`src/rtl/ov7670_sleep_ctrl.sv`:
```
// Runtime power-down / wake-up sequencer for the OV7670: drains to a frame
// boundary, holds PWDN through a settle time, and re-settles on wake.
module ov7670_sleep_ctrl #(
  parameter int DELAY_PWDN    = 50_000,
  parameter int DELAY_WAKE    = 150_000,
  parameter int DRAIN_TIMEOUT = 2_500_000,
  parameter int CNT_W         = 25
) (
  input  logic clk,
  input  logic rst,
  input  logic power_done,
  input  logic cam_vsync,
  input  logic sleep_req,
  input  logic wake_req,
  output logic ov7670_pwdn,
  output logic cam_ready,
  output logic sleep_ack,
  output logic wake_done,
  output logic busy
);

  localparam logic [CNT_W-1:0] PWDN_LAST  = CNT_W'(DELAY_PWDN - 1);
  localparam logic [CNT_W-1:0] WAKE_LAST  = CNT_W'(DELAY_WAKE - 1);
  localparam logic [CNT_W-1:0] DRAIN_LAST = CNT_W'(DRAIN_TIMEOUT - 1);

  typedef enum logic [2:0] {
    WAIT_INIT,
    ACTIVE,
    DRAIN,
    SLEEP_SETTLE,
    ASLEEP,
    WAKE_SETTLE
  } state_t;

  state_t           state, state_nxt;
  logic [CNT_W-1:0] cnt, cnt_nxt;
  logic             vsync_d;
  logic             wake_pend, wake_pend_nxt;
  logic             pwdn_nxt, ready_nxt, ack_nxt, done_nxt, busy_nxt;
  logic             boundary;

  assign boundary = cam_vsync & ~vsync_d;

  always_comb begin
    state_nxt     = state;
    wake_pend_nxt = wake_pend;
    case (state)
      WAIT_INIT: if (power_done) state_nxt = ACTIVE;
      ACTIVE:    if (sleep_req) state_nxt = DRAIN;
      DRAIN: begin
        // Abort wins over a boundary seen in the same cycle.
        if (wake_req)                            state_nxt = ACTIVE;
        else if (boundary || cnt == DRAIN_LAST)  state_nxt = SLEEP_SETTLE;
      end
      SLEEP_SETTLE: begin
        if (wake_req)         wake_pend_nxt = 1'b1;
        if (cnt == PWDN_LAST) state_nxt = ASLEEP;
      end
      ASLEEP: begin
        if (wake_req || wake_pend) begin
          state_nxt     = WAKE_SETTLE;
          wake_pend_nxt = 1'b0;
        end
      end
      WAKE_SETTLE: if (cnt == WAKE_LAST) state_nxt = ACTIVE;
      default:     state_nxt = WAIT_INIT;
    endcase

    if (state != WAIT_INIT && !power_done) begin
      state_nxt     = WAIT_INIT;
      wake_pend_nxt = 1'b0;
    end

    // The counter restarts from zero on every state change.
    cnt_nxt = (state_nxt == state) ? cnt + 1'b1 : '0;
    if (state_nxt == WAIT_INIT || state_nxt == ACTIVE || state_nxt == ASLEEP)
      cnt_nxt = '0;

    pwdn_nxt  = (state_nxt == SLEEP_SETTLE) || (state_nxt == ASLEEP);
    // Ready only once ACTIVE has been occupied for a full cycle.
    ready_nxt = (state == ACTIVE) && (state_nxt == ACTIVE);
    ack_nxt   = (state == SLEEP_SETTLE) && (state_nxt == ASLEEP);
    done_nxt  = (state == WAKE_SETTLE) && (state_nxt == ACTIVE);
    busy_nxt  = (state_nxt == DRAIN) || (state_nxt == SLEEP_SETTLE) ||
                (state_nxt == WAKE_SETTLE);
  end

  always_ff @(posedge clk) begin
    if (rst) begin
      state       <= WAIT_INIT;
      cnt         <= '0;
      vsync_d     <= 1'b0;
      wake_pend   <= 1'b0;
      ov7670_pwdn <= 1'b0;
      cam_ready   <= 1'b0;
      sleep_ack   <= 1'b0;
      wake_done   <= 1'b0;
      busy        <= 1'b0;
    end else begin
      state       <= state_nxt;
      cnt         <= cnt_nxt;
      vsync_d     <= cam_vsync;
      wake_pend   <= wake_pend_nxt;
      ov7670_pwdn <= pwdn_nxt;
      cam_ready   <= ready_nxt;
      sleep_ack   <= ack_nxt;
      wake_done   <= done_nxt;
      busy        <= busy_nxt;
    end
  end

endmodule

```
`config.mk`:
```
export PLATFORM = sky130hd
export DESIGN_NAME = ov7670_sleep_ctrl
export DESIGN_NICKNAME = d
export VERILOG_FILES = /design/src/rtl/ov7670_sleep_ctrl.sv
export SDC_FILE = /design/constraint.sdc
export NUM_CORES = 1
export LEC_CHECK = 0
export ABC_AREA = 1
export CAP_MARGIN = 10
export CELL_PAD_IN_SITES_DETAIL_PLACEMENT = 0
export CELL_PAD_IN_SITES_GLOBAL_PLACEMENT = 1
export CORE_MARGIN = 1
export CORE_UTILIZATION = 39
export CTS_CLUSTER_DIAMETER = 80
export DETAILED_ROUTE_END_ITERATION = 8
export PLACE_DENSITY = 0.73
export RECOVER_POWER = 25
export SYNTH_ARGS = -nofsm -noshare
export SYNTH_HDL_FRONTEND = slang
export SYNTH_SLANG_ARGS = --single-unit
```
`constraint.sdc`:
```
create_clock -name clk -period 1.84 [get_ports clk]
set_input_delay 0.276 -clock clk [delete_from_list [all_inputs] [get_ports clk]]
set_output_delay 0.276 -clock clk [all_outputs]
set_load 0.03 [all_outputs]
```
* Word-level counts from Yosys, hierarchy flattened
Cells that the tools add are included. Widths: inputs -> output; s select.
Storage, ports and cells: input bits 6, output and inout port bits 5, flip-flop bits (word level) 35
Operators by class: bitwise gates (word level) 3, add/sub/neg operators 1, equal/unequal tests 16, reduce and logical (&&, ||, !) cells 19, muxes and demuxes 12
Operators by type and width (count):
- $add 25x1->25 const B | 1
- $eq 25x16->1 const B | 1
- $eq 25x18->1 const B | 1
- $eq 25x22->1 const B | 1
- $mux 3 | 8
- $pmux 3 s6 | 1
- $eq 3x2->1 const B | 4
- $eq 3x3->1 const B | 4
- $logic_or 1x1->1 | 7
- $eq 3x1->1 const B | 2
- $logic_not 3->1 | 2
- $logic_and 1x1->1 | 4
- $ne 2x2->1 const B | 2
- $eq 3x3->1 | 1
- $reduce_and 3->1 | 1
- $reduce_bool 3->1 | 1
- $reduce_or 3->1 | 1
- $mux 1 | 2
- $not 1->1 | 2
- $pmux 1 s2 | 1
- $reduce_bool 2->1 | 1
- $reduce_or 2->1 | 1
- $and 1x1->1 | 1
- $logic_not 1->1 | 1

* Logic depth before layout (Yosys ltp)
Gate-level depths: netlist of run 1.
word-level depth 11, mapped depth 14, mapped depth without buffers 13

* Least setup slack after synthesis of run 1
Ideal clock, no wire load.
kind register to register, start point register cnt[0], end point register cnt[8], path slack 0.074 ns, cell stages (with the launch flop) 14, period minus slack after synthesis 1.766 ns, arrival 1.647 ns, setup time 0.118 ns, cells stage by stage dfxtp_1 > ha_1 > nand2_1 > inv_2 > nand3b_1 > nor2_2 > nand2_1 > a21oi_2 > nand2_2 > nand2_1 > nand2_2 > nand3_4 > buf_6 > nor3_2
On the way: word-level cells in the longest chain between the ends 10
Ends and longest elaborated chain:
- start, declared | RTL line 36 | logic [CNT_W-1:0] cnt, cnt_nxt;
- start signal, assigned | RTL line 101 | cnt <= cnt_nxt;
- $eq 25x22->1 | RTL line 53 | else if (boundary || cnt == DRAIN_LAST) state_nxt = SLEEP_SETTLE;
- $logic_or 1x1->1 | RTL line 53
- $mux 3 | RTL line 53
- $mux 3 | RTL line 52 | if (wake_req) state_nxt = ACTIVE;
- $pmux 3 s6 | RTL line 47 | case (state)
- $mux 3 | RTL line 69 | if (state != WAIT_INIT && !power_done) begin
- $eq 3x1->1 / $logic_not 3->1 (equally long branches) | RTL line 76 | if (state_nxt == WAIT_INIT || state_nxt == ACTIVE || state_nxt == ASLEEP)
- $logic_or 1x1->1 (2 in series) | RTL line 76
- $reduce_or 3->1 (no line)
Parallel ways exist; a longest one is shown, timed or not. A chain may end at the register's enable or synchronous reset.

* Final worst setup path of run 1
start point register cnt[0], end point register cnt[10]
Same word-level chain as after synthesis.

==> reports/metrics.cfg, run 1 <==
[drt]
vias=1914
drt_wl_total_um=5030
drc=0
drt.antenna.violating_nets=0
avgViaCountPerCell=4.62
drtIter0Drc=75
wl_per_cell_um=12.2
dr.pass1.iters=4

[synthesis]
ys_top_cells_by_area=dfxtp_1 (34%), nor3_2 (11%), nand2_1 (9.2%)
synth_cell_types=27
netlist.area_leader.share=0.338
ys.flop_type=dfxtp_1
synth-edff-count=0
syn_nets=291
syn_area_mm2=0.00207
synth.most_common_cell=nand2_1
synthArstFlopShare=0
seq_area_frac_synth=0.338
ys_seq_elements=35
avgSynthCellArea_um2=7.29
synth_top_area_cell=dfxtp_1
synth_commonest_cells=nand2_1 (51), inv_1 (43), nor2_1 (40), dfxtp_1 (35), nor3_2 (22)
ys_warn_count=0
syn-instance-count=284

[global_route]
grt_pass1_vias=1851
grt_pass1_wl_um=8290
grtUsageTotal=0.195
grt_max_degree=18
grt_overflow=0
antenna_found_initial=0

[place]
gp_congestion=0.822
hpwl_um=3720
pre_cts_ws_ps=-142
numPortBuffers=10

[clock_network]
h-tree-depth=2
holdBufCountCts=0
clk_pin_slew_worst_paths_ps=80
clock-root-buffer=clkbuf_8
cts_sinks=35
clk_path_buf_depth=2
numCtsBuffers=5
worstSkewPairLatency_ps=290
cts_tree=done

[timing]
finClkSkew_ps=9.33
final.min_clock_period_ps=1910
finalHoldViolations=0
rsz0062_at_grt=true
setup_tns_ps=-1470
slew_viol_final=0
period_share=1.04
worst_slack_ps=-74.9
tightest_slew_ps=377
whs_ps=488
max_slew_margin=0.746
setup_viol=27
fmax_mhz=522

[setup_path]
crit_path_max_fanout=8
max_stage_delay_ps=360
cp_slowest_cell=dfxtp_2
path_buf_inv=3
crit_start=cnt[0]
worstSetupEndpoint=cnt[10]
reg2reg_from=cnt[0]
r2r_setup_slack_ps=-70
r2r-end=cnt[10]
crit_arrival_ps=2100
required_ps=2020
path_class=reg2reg
crit_cells=14
worst_setup_path_end_kind=flip-flop
startpoint_type=flip-flop
crit_family=simple AND/OR/NAND/NOR gates
rr_worst_depth=14
crit_chain=ha_4, nand2_2, inv_2, nand3b_1, nor2_1, nand3_1, nand2_1, nand3_2, buf_4, nand3_2, nand2_2, nand2_4, clkbuf_16, nor3_2

[floorplan]
floorplan.initialDensity=0.405
dieWidth_um=74.9
pin_count=11
dieArea_mm2=0.00560
dieHeight_um=74.9
rows=26
core_area_mm2=0.00511

[power_and_ir_drop]
p_leak_nw=1.09
power_frac_comb=0.211
switching_share=0.298
p_per_area_mw_per_mm2=604
vdd_drop_max_v=0.000476
clkPwrFrac=0.332
design_power_total_w=0.00170
intPower_w=0.00119
seq_power_share=0.457
p_sw_w=0.000506

[min_path]
hp-start=wake_pend
min_path_type=reg2reg

[finish]
area.growth.synth_to_final_pct=35.8
layout-drive-gt1-share=0.320
layout.nets=350
antenna_cells=0

[status]
status=complete, but fails checks
violations=setup timing

[run]
drv_cap=0

-- power by group through the flow --
| stage | registers, W | clock network, W | logic, W |
|---|---|---|---|
| 2_1_floorplan | 0.000797 | 0 | 0.000180 |
| 4_1_cts | 0.000775 | 0.000590 | 0.000341 |
| 5_1_grt | 0.000776 | 0.000633 | 0.000384 |
| 3_3_place_gp | 0.000792 | 0 | 0.000330 |
| 6_report | 0.000775 | 0.000564 | 0.000358 |
| 3_5_place_dp | 0.000792 | 0 | 0.000330 |
-- placed cells by master, fill, tap and decap left out, types with 8 or more instances in the layout --
master           instances
buf_4                   40
clkdlybuf4s50_1          9
dfxtp_1                 33
inv_1                   42
nand2_1                 48
nand2_2                  8
nand3_1                 16
nor2_1                  38
nor3_1                  11
nor3_2                  22
xor2_1                  18
-- tightest hold or removal path, delay by kind of cell, from the launching register on --
| kind | cells | cell delay, ps |
|---|---|---|
| AND/OR/NAND/NOR | 1 | 80 |
| flip-flops | 1 | 330 |
| AO/OA/AOI/OAI | 1 | 40 |
-- layout make-up --
type / instances / area, µm²
Sequential cell: 35 / 703
Fill cell: 499 / 2300
Tap cell: 70 / 87.6
Clock inverter: 3 / 20.0
Multi-Input combinational cell: 197 / 1230
Inverter: 48 / 180
Timing Repair Buffer: 56 / 526
Clock buffer: 5 / 68.8
-- kinds of logic (layout without fill, tap and decap cells) --
family                   count (synthesis)  in the layout  synth area share
AO/OA/AOI/OAI                            4              4            0.0115
buffers and inverters                   52            112             0.109
flip-flops                              35             35             0.338
adder cells (fa/ha/maj)                  1              1           0.00604
AND/OR/NAND/NOR                        170            170             0.442
XOR/XNOR                                22             22            0.0930
-- sequential cells by signal (all words and copies together), names as in the netlist --
register,flops
cam_ready,1
vsync_d,1
ov7670_pwdn,1
cnt,25
wake_pend,1
sleep_ack,1
wake_done,1
state,3
busy,1
-- repair_timing --
item,CTS,global route
buffers inserted,3,2
gates cloned,0,1
resized for setup,14,6
hold endpoints to repair,0,0
pin swaps,3,3
endpoints found under the setup margin,27,30
-- worst min-delay path by stage --
stage / to / slack [ps] / cells past startpoint
2_1_floorplan: ov7670_pwdn / 350 / 1
6_report: wake_pend / 490 / 2
4_1_cts: wake_pend / 500 / 2
3_5_place_dp: wake_pend / 480 / 2
5_1_grt: wake_pend / 550 / 2
3_3_place_gp: wake_pend / 470 / 2
-- stage by stage --
stage / std cells / util / instance area, µm²
detailed placement: 400 / 0.504 / 2580
CTS: 411 / 0.536 / 2740
floorplan: 284 / - / 2070
global placement: 400 / 0.504 / 2580
finish: 414 / 0.550 / 2810
global route: 414 / 0.550 / 2810
-- per-layer routing --
layer	track usage	vias up	wire, µm
met4	0.0545	0	52
met1	0.258	874	2370
met2	0.319	22	2450
met3	0.0469	7	160
met5	0	-	0
li1	-	1011	-
No activity file was read; power rests on OpenSTA's default activity.
==> run 2: changes to the inputs <==
Settings changed: CORE_MARGIN 1 to unset, PLACE_DENSITY 0.73 to 0.78.
==> run 2 against run 1 <==
The flow still finishes with violations (setup timing). Worst setup slack improved by 60 ps. First-iteration DRC count fell by 6.7%. Critical path depth fell by 1. Utilization fell by 0.22 points. Non-clock buffer count fell by 1. Sequential power barely moved. Die area did not move. Flip-flop and latch count did not move. Via count fell by 2.1%. Final cell count fell by 0.24%. Fmax rose by 3.2%. Highest routed layer unchanged.
==> reports/metrics.cfg, run 2 (synthesis gave the netlist of run 1 again) <==
[setup_path]
path_class=reg2reg
crit_arrival_ps=2030  ; -70 ps
required_ps=2020  ; about the same
worst_setup_path_end_kind=flip-flop
startpoint_type=flip-flop
crit_path_max_fanout=8  ; unchanged

[drt]
vias=1873  ; -2.1%
drc=0  ; unchanged
drt.antenna.violating_nets=0  ; unchanged
dr.pass1.iters=4  ; unchanged
avgViaCountPerCell=4.54  ; -1.9%
drt_wl_total_um=4690  ; -6.7%
drtIter0Drc=70  ; -6.7%
wl_per_cell_um=11.4  ; -6.5%

[finish]
antenna_cells=0  ; unchanged
final_cell_mix=nand2_1 (47), inv_1 (43), nor2_1 (39), buf_4 (39), dfxtp_1 (33)
fin_area_mm2=0.00280  ; -0.40%
multi_input_area_mm2=0.00124  ; +0.82%
nFillCells=501  ; +0.40%
largest_register_ffs=25  ; unchanged
area.growth.synth_to_final_pct=35.2
layout.nets=349  ; -0.29%
seq_area_um2=703  ; unchanged
top_regs=cnt (25), state (3)
layout-drive-gt1-share=0.303  ; -0.0166
top_register=cnt
final_common_cell=nand2_1

[floorplan]
dieHeight_um=74.9  ; unchanged
core_area_mm2=0.00511  ; unchanged
dieWidth_um=74.9  ; unchanged
floorplan.initialDensity=0.405  ; unchanged
pin_count=11  ; unchanged
rows=26  ; unchanged
dieArea_mm2=0.00560  ; unchanged

[global_route]
grtUsageTotal=0.183  ; -0.0125
grt_overflow=0  ; unchanged
top_usage_layer=met2
met1_usage=0.265  ; +0.00777
grt_max_degree=17  ; -1
grt_use_met2=0.275  ; -0.0440
grt_pass1_wl_um=7730  ; -6.7%
gr-usage-met3=0.0321  ; -0.0147
antenna_found_initial=0  ; unchanged
grt_pass1_vias=1714  ; -7.4%

[timing]
tightest_slew_ps=352  ; -25.0 ps
rsz0062_at_grt=true
max_slew_margin=0.763  ; +0.0168
setup_viol=10  ; -63%
worst_slack_ps=-15.1  ; +59.8 ps
slew_viol_final=0  ; unchanged
finClkSkew_ps=1.52  ; -7.81 ps
final.min_clock_period_ps=1860  ; -59.8 ps
whs_ps=496  ; +8.33 ps
period_share=1.01  ; -0.0325
finalHoldViolations=0  ; unchanged
fmax_mhz=539  ; +3.2%

[power_and_ir_drop]
p_leak_nw=1.11  ; +2.5%
vdd_drop_max_v=0.000364  ; -24%
p_per_area_mw_per_mm2=609  ; +0.82%

[clock_network]
h-tree-depth=2  ; unchanged
cts_tree=done
clk_pin_slew_worst_paths_ps=70  ; about the same
clk_path_buf_depth=2  ; unchanged
cts_sinks=35  ; unchanged
numCtsBuffers=5  ; unchanged
clock-root-buffer=clkbuf_8
holdBufCountCts=0  ; unchanged
worstSkewPairLatency_ps=280  ; about the same

[place]
pre_cts_ws_ps=-110  ; +31.8 ps
numPortBuffers=10  ; unchanged
gp_congestion=0.875  ; +6.4%
place_area_mm2=0.00258  ; about the same
hpwl_um=3630  ; -2.3%

[min_path]
min_path_type=reg2reg

[run]
drv_cap=0  ; unchanged

[status]
status=complete, but fails checks
violations=setup timing

[run 2: worst max-delay path, stage by stage, from the launching register on]
cell      delay, ps
dfxtp_2         360
ha_4            150
nand2_4          50
inv_2            50
nand3b_1        130
nor2_2          150
nand2_2          80
a21oi_2         140
nand2_2         120
nand2_2         100
nand2_2          60
nand3_4         150
buf_12          170
nor3_2           40
[run 2: final cells by class]
type | count | share of cell area
clock buffer | 7 | 0.0273
clock inverter | 1 | 0.00179
inverter | 48 | 0.0643
multi-input combinational | 197 | 0.441
sequential | 35 | 0.251
tap | 70 | 0.0313
timing repair buffer | 55 | 0.183
[run 2: per-layer routing]
layer | vias up | routed length (µm)
met4 | 0 | 51
li1 | 1013 | -
met2 | 30 | 2060
met5 | - | 0
met1 | 824 | 2460
met3 | 6 | 120
[run 2: stage by stage]
step                      std cells   util  TNS, ps  total power [W]
after global placement          402  0.505    -1570          0.00110
after detailed placement        402  0.505    -2170          0.00110
after CTS                       412  0.535        0          0.00170
after global routing            413  0.548    -4840          0.00177
after floorplan                 284      -        0         0.000977
final                           413  0.548    -95.8          0.00170
[run 2: worst paths after layout]
check	start	to	slack (ps)	cells after the start
max	cnt[0]	cnt[10]	-20	13
max reg2reg	cnt[0]	cnt[10]	-20	13
min reg2reg	wake_pend	wake_pend	500	2
min	wake_pend	wake_pend	500	2
[run 2: power breakdown]
group / leakage, nW / internal, W / switching [W]
combinational: 0.787 / 0.000177 / 0.000209
clock: 0.0422 / 0.000266 / 0.000278
sequential: 0.284 / 0.000767 / 0.00000804
[run 2: repair_timing]
action / in CTS / in global routing
resized for setup: 11 / 11
cloned: 1 / 0
pin swaps: 4 / 3
setup endpoints to repair: 27 / 30
buffers inserted: 1 / 1
